## src/rtl/instr_fetch_stage_if.sv

```systemverilog
// Instruction-memory request/response bundle between the fetch stage and
// instruction memory: one word-addressed request, one response word.
interface instr_fetch_stage_if;
  logic [31:0] IM_ADDR;
  logic        IM_REQ;
  logic        IM_RDY;
  logic        IM_RVALID;
  logic [31:0] IM_RDATA;

  modport master (
    output IM_ADDR,
    output IM_REQ,
    input  IM_RDY,
    input  IM_RVALID,
    input  IM_RDATA
  );

  modport slave (
    input  IM_ADDR,
    input  IM_REQ,
    output IM_RDY,
    output IM_RVALID,
    output IM_RDATA
  );
endinterface

```

## src/rtl/instr_fetch_stage.sv

```systemverilog
// Instruction-fetch stage: owns the PC, keeps at most one fetch in flight,
// buffers returned words in a small FIFO and feeds the decoder one IR per cycle.
module instr_fetch_stage #(
  parameter int          DEPTH    = 2,
  parameter logic [31:0] RESET_PC = 32'h0000_0000
) (
  input  logic                       CLK,
  input  logic                       RESET,
  instr_fetch_stage_if.master        im,
  input  logic                       BR_TAKEN,
  input  logic [31:0]                BR_TARGET,
  input  logic                       STALL,
  output logic [31:0]                IR,
  output logic [31:0]                PC_1,
  output logic                       IR_VALID
);

  localparam int PW = (DEPTH > 1) ? $clog2(DEPTH) : 1;
  localparam int CW = PW + 1;
  localparam logic [CW-1:0] FULL = CW'(DEPTH);

  typedef enum logic [1:0] {
    S_IDLE,
    S_WAIT,
    S_DISCARD
  } state_t;

  state_t        state_reg, state_next;
  logic [31:0]   pc_reg;
  logic [31:0]   out_addr_reg;
  logic [CW-1:0] count_reg;
  logic [PW-1:0] wr_ptr_reg;
  logic [PW-1:0] rd_ptr_reg;

  logic [31:0]   buf_ir  [DEPTH];
  logic [31:0]   buf_pc1 [DEPTH];

  logic          req;
  logic          issue;
  logic          push;
  logic          pop;

  // A slot is reserved at issue time, so a kept response can always be pushed.
  always_comb begin
    state_next = state_reg;
    push       = 1'b0;
    req        = (state_reg == S_IDLE) && (count_reg < FULL) && !BR_TAKEN && !RESET;
    issue      = req && im.IM_RDY;
    pop        = !BR_TAKEN && !STALL && (count_reg != '0);
    case (state_reg)
      S_IDLE: begin
        if (issue) state_next = S_WAIT;
      end
      S_WAIT: begin
        if (im.IM_RVALID) begin
          push       = !BR_TAKEN;
          state_next = S_IDLE;
        end else if (BR_TAKEN) begin
          state_next = S_DISCARD;
        end
      end
      S_DISCARD: begin
        if (im.IM_RVALID) state_next = S_IDLE;
      end
      default: state_next = S_IDLE;
    endcase
  end

  assign im.IM_REQ  = req;
  assign im.IM_ADDR = pc_reg;

  always_ff @(posedge CLK or posedge RESET) begin
    if (RESET) begin
      state_reg    <= S_IDLE;
      pc_reg       <= RESET_PC;
      out_addr_reg <= '0;
      count_reg    <= '0;
      wr_ptr_reg   <= '0;
      rd_ptr_reg   <= '0;
      IR           <= '0;
      PC_1         <= '0;
      IR_VALID     <= 1'b0;
    end else begin
      state_reg <= state_next;

      if (BR_TAKEN)   pc_reg <= BR_TARGET;
      else if (issue) pc_reg <= pc_reg + 32'd1;

      if (issue) out_addr_reg <= pc_reg;

      // Redirect flushes the buffer and wins over any push/pop this cycle.
      if (BR_TAKEN) begin
        count_reg  <= '0;
        wr_ptr_reg <= '0;
        rd_ptr_reg <= '0;
        IR         <= '0;
        IR_VALID   <= 1'b0;
      end else begin
        if (push) wr_ptr_reg <= wr_ptr_reg + 1'b1;
        if (pop)  rd_ptr_reg <= rd_ptr_reg + 1'b1;
        count_reg <= count_reg + CW'(push) - CW'(pop);
        if (!STALL) begin
          if (pop) begin
            IR       <= buf_ir[rd_ptr_reg];
            PC_1     <= buf_pc1[rd_ptr_reg];
            IR_VALID <= 1'b1;
          end else begin
            IR       <= '0;
            IR_VALID <= 1'b0;
          end
        end
      end
    end
  end

  always_ff @(posedge CLK) begin
    if (push) begin
      buf_ir[wr_ptr_reg]  <= im.IM_RDATA;
      buf_pc1[wr_ptr_reg] <= out_addr_reg + 32'd1;
    end
  end

endmodule

```

## src/flat_wrapper.sv

```systemverilog
// flat-port wrapper written by rule: the top's interface ports become plain ports
module instr_fetch_stage_flat 
#(
  parameter int          DEPTH    = 2,
  parameter logic [31:0] RESET_PC = 32'h0000_0000
)
  (CLK, RESET, BR_TAKEN, BR_TARGET, STALL, IR, PC_1, IR_VALID, im_IM_ADDR, im_IM_REQ, im_IM_RDY, im_IM_RVALID, im_IM_RDATA);
  instr_fetch_stage_if im_i ();
  input  logic CLK;
  input  logic RESET;
  input  logic BR_TAKEN;
  input  logic [31:0] BR_TARGET;
  input  logic STALL;
  output logic [31:0] IR;
  output logic [31:0] PC_1;
  output logic IR_VALID;
  output wire logic [$bits(im_i.IM_ADDR)-1:0] im_IM_ADDR;
  output wire logic [$bits(im_i.IM_REQ)-1:0] im_IM_REQ;
  input wire logic [$bits(im_i.IM_RDY)-1:0] im_IM_RDY;
  input wire logic [$bits(im_i.IM_RVALID)-1:0] im_IM_RVALID;
  input wire logic [$bits(im_i.IM_RDATA)-1:0] im_IM_RDATA;
  assign im_IM_ADDR = im_i.IM_ADDR;
  assign im_IM_REQ = im_i.IM_REQ;
  assign im_i.IM_RDY = im_IM_RDY;
  assign im_i.IM_RVALID = im_IM_RVALID;
  assign im_i.IM_RDATA = im_IM_RDATA;
  instr_fetch_stage #(.DEPTH(DEPTH), .RESET_PC(RESET_PC)) u_core (.CLK(CLK), .RESET(RESET), .im(im_i), .BR_TAKEN(BR_TAKEN), .BR_TARGET(BR_TARGET), .STALL(STALL), .IR(IR), .PC_1(PC_1), .IR_VALID(IR_VALID));
endmodule
```

## config.mk

```make
export PLATFORM = sky130hd
export DESIGN_NAME = instr_fetch_stage_flat
export DESIGN_NICKNAME = d
export VERILOG_FILES = /design/src/rtl/instr_fetch_stage_if.sv /design/src/rtl/instr_fetch_stage.sv /design/src/flat_wrapper.sv
export SDC_FILE = /design/constraint.sdc
export NUM_CORES = 1
export LEC_CHECK = 0
export CORE_ASPECT_RATIO = 0.9
export CORE_MARGIN = 2
export CORE_UTILIZATION = 54
export DETAILED_ROUTE_END_ITERATION = 10
export HOLD_SLACK_MARGIN = 0.12
export PLACE_DENSITY = 0.8
export SYNTH_ARGS = -nofsm -noshare
export SYNTH_HDL_FRONTEND = slang
export SYNTH_SLANG_ARGS = --single-unit
```

## constraint.sdc

```tcl
create_clock -name CLK -period 10.2 [get_ports CLK]
set_input_delay 1.02 -clock CLK [delete_from_list [all_inputs] [get_ports CLK]]
set_output_delay 1.02 -clock CLK [all_outputs]
set_load 0.02 [all_outputs]
```

==> flow_summary.yaml <==
sta:
  slew_violations: 0
  period_share: 0.376
  hold_violations: 0
  clock_skew_ps: 5.92
  fin_crit_ps: 3830
  setup_violations: 0
  fmax_ghz: 0.261
  tightest_slew_ps: 1110
  fin_tns_setup_ps: 0
  slew_headroom: 0.254
  rsz0062_at_grt: "no"
clock_tree:
  cts_tree: "built"
  post_cts_resized: 0
  max-clock-path-buffers: 3
  cts_hold_buf: 0
  cts_num_sinks: 263
  htree_num_levels: 1
  cts_setup_buffers: 0
  cts_made_buffers: 26
  path_clk_slew_ps: 60
  clk_latency_ps: 520
  cts-root-buf: "clkbuf_16"
power:
  power_frac_comb: 0.175
  pwr-share-clk: 0.346
  swShare: 0.274
  p_seq_frac: 0.479
  vdd_drop_max_uv: 111
  power_density_nw_per_um2: 210
  power.leakage_nw: 5.15
  p_int_mw: 2.06
  p_sw_mw: 0.778
critical_path:
  worstSetupEndpointType: "flop"
  critPathMaxFanout: 27
  path_class: "in -> reg"
  cp_cell_sequence: "clkdlybuf4s50_1, or4b_1, nor3_4, buf_4, nor2_1, a21o_1, a221o_1"
  cp.arrival_ps: 4240
  cpPeakStageDelay_ps: 770
  regToRegSetupSlack_ps: 6880
  start_kind: "input pin"
  required_ps: 10610
  crit_slowest_cell: "nor3_4"
grt:
  grt_pass1_wl_um: 37500
  grt_start_max_net_pins: 100
  grt_pass1_vias: 7169
  grt_util_all_layers: 0.223
  antenna_found_initial: 0
  grt_overflow: 0
run:
  maxCapViolCount: 0
floorplanning:
  ios: 168
  die_h_um: 137
  rows: 48
  core-area_um2: 19300
  die_x_um: 152
  die-area_um2: 20900
  start_util: 0.555
synthesis:
  ys_warn_count: 0
  async_flop_share: 0.513
  synth-main-ff-cell: "dfrtp_1"
  syn_inst: 878
  yosys-top-cells-area: "edfxtp_1 (36%), dfrtp_1 (32%), nand2_1 (7.4%)"
  synth.net_count: 952
  synth_edf_count: 128
  synth_cell_types: 43
  netlist.area_leader.share: 0.359
  synth.avg_cell_area_um2: 12.2
  synth_area_um2: 10700
  yosys_register_bits: 263
  synth-seq-area-share: 0.675
  yosysTopAreaCell: "edfxtp_1"
place:
  numPortBuffers: 167
  place_hpwl_um: 15000
  dp_cells: 1259
  routabilityCongestion: 0.863
routing:
  route.vias.total: 7396
  viasPerCell: 5.66
  routed_wl_um: 23600
  postRouteAntennaNets: 0
  drt_iter0_drc: 642
  drc_errors: 0
  wl_per_cell_um: 18.1
  dr.pass1.iters: 5
layout:
  layout-drive-gt1-share: 0.0615
  synthToLayoutAreaGrowth_pct: 26.1
  nets: 1111
  fillCellCount: 1339
  n_antenna_cell: 0
  finalNonFillerCells: 1307
  top_regs: "u_core.buf_ir x64, u_core.buf_pc1 x64"
  final_core_util: 0.700
min_path:
  min_path_type: "reg -> reg"
outcome:
  status: "complete, no violations"
routing by layer:
metal,wire length (um),GRT usage,up-vias,part of all wire
met1,10200,0.312,3574,0.43
met5,0,0,-,0
met2,11200,0.367,280,0.48
met3,1610,0.0403,55,0.068
li1,-,-,3487,-
met4,611,0.0613,0,0.026
final cells by class:
type	count	area [um2]	share of cell area
Clock buffer	31	712	0.0528
Clock inverter	17	184	0.0136
Inverter	9	38.8	0.00288
Multi-Input combinational cell	561	3280	0.243
Sequential cell	263	7230	0.536
Tap cell	250	313	0.0232
Timing Repair Buffer	176	1740	0.129
worst max-delay path, delay by kind of cell:
kind	cells	cell delay, ps
AND/OR/NAND/NOR	3	1780
buffers and inverters	2	920
AO/OA/AOI/OAI	2	520
stage by stage:
step                      total power, mW  hold WS [ps]  setup slack, ps  instance area, um2
after global placement               1.86           458             5910               12600
final                                2.84           478             6370               13500
after floorplan                      1.61           467             1940               10700
after global routing                 2.95           508             6240               13500
after CTS                            2.86           483             6370               13500
after detailed placement             1.88           469             5880               12600
layout by cell type (no fill, tap or decap), types with 8 or more instances in the layout:
cell type and n:
xnor2_1 25, nor2_1 23, edfxtp_1 128, nand3_1 29
mux2i_1 65, dfrtp_1 134, buf_4 9, clkbuf_16 28
o311ai_0 18, o211ai_1 10, nand2_1 210, o21ai_0 81
clkdlybuf4s50_1 167, inv_1 8, xor2_1 8, nand4_1 24
final timing paths:
check,startpoint,to,cells past startpoint
worst max-delay path,RESET,u_core.im.IM_ADDR[28],7
worst min-delay path,u_core.PC_1[9],u_core.PC_1[9],2
worst max register to register,u_core.count_reg[1],u_core.im.IM_ADDR[28],6
worst min register to register,u_core.PC_1[9],u_core.PC_1[9],2
max in group asynchronous,RESET,u_core.rd_ptr_reg,3
min in group asynchronous,RESET,u_core.state_reg[0],2
synth_stat cells (7+ instances only):
cell,n
o311ai_0,18
nand4_1,24
nor3_1,7
xor2_1,8
nor2_1,23
mux2i_1,65
edfxtp_1,128
xnor2_1,25
dfrtp_1,135
o21ai_0,81
nand3_1,29
clkbuf_1,32
inv_1,9
nand2_1,210
buf_1,7
o211ai_1,10
cell families (layout without fill, tap and decap cells):
kind of cell             after synthesis  after routing  synth area share
buffers and inverters                 54            233            0.0202
flip-flops                           263            263             0.675
AND/OR/NAND/NOR                      327            327             0.137
AO/OA/AOI/OAI                        131            131            0.0741
adder cells (fa/ha/maj)                4              4           0.00468
multiplexers                          66             66            0.0619
XOR/XNOR                              33             33            0.0270
power groups by stage:
stage	Clock, mW	Sequential (mW)	Combinational [mW]
after floorplan	0	1.45	0.159
after global routing	1.04	1.37	0.539
after CTS	0.995	1.36	0.504
after detailed placement	0	1.38	0.500
after global placement	0	1.37	0.488
final	0.982	1.36	0.498
(Power assumes the default switching activity.)
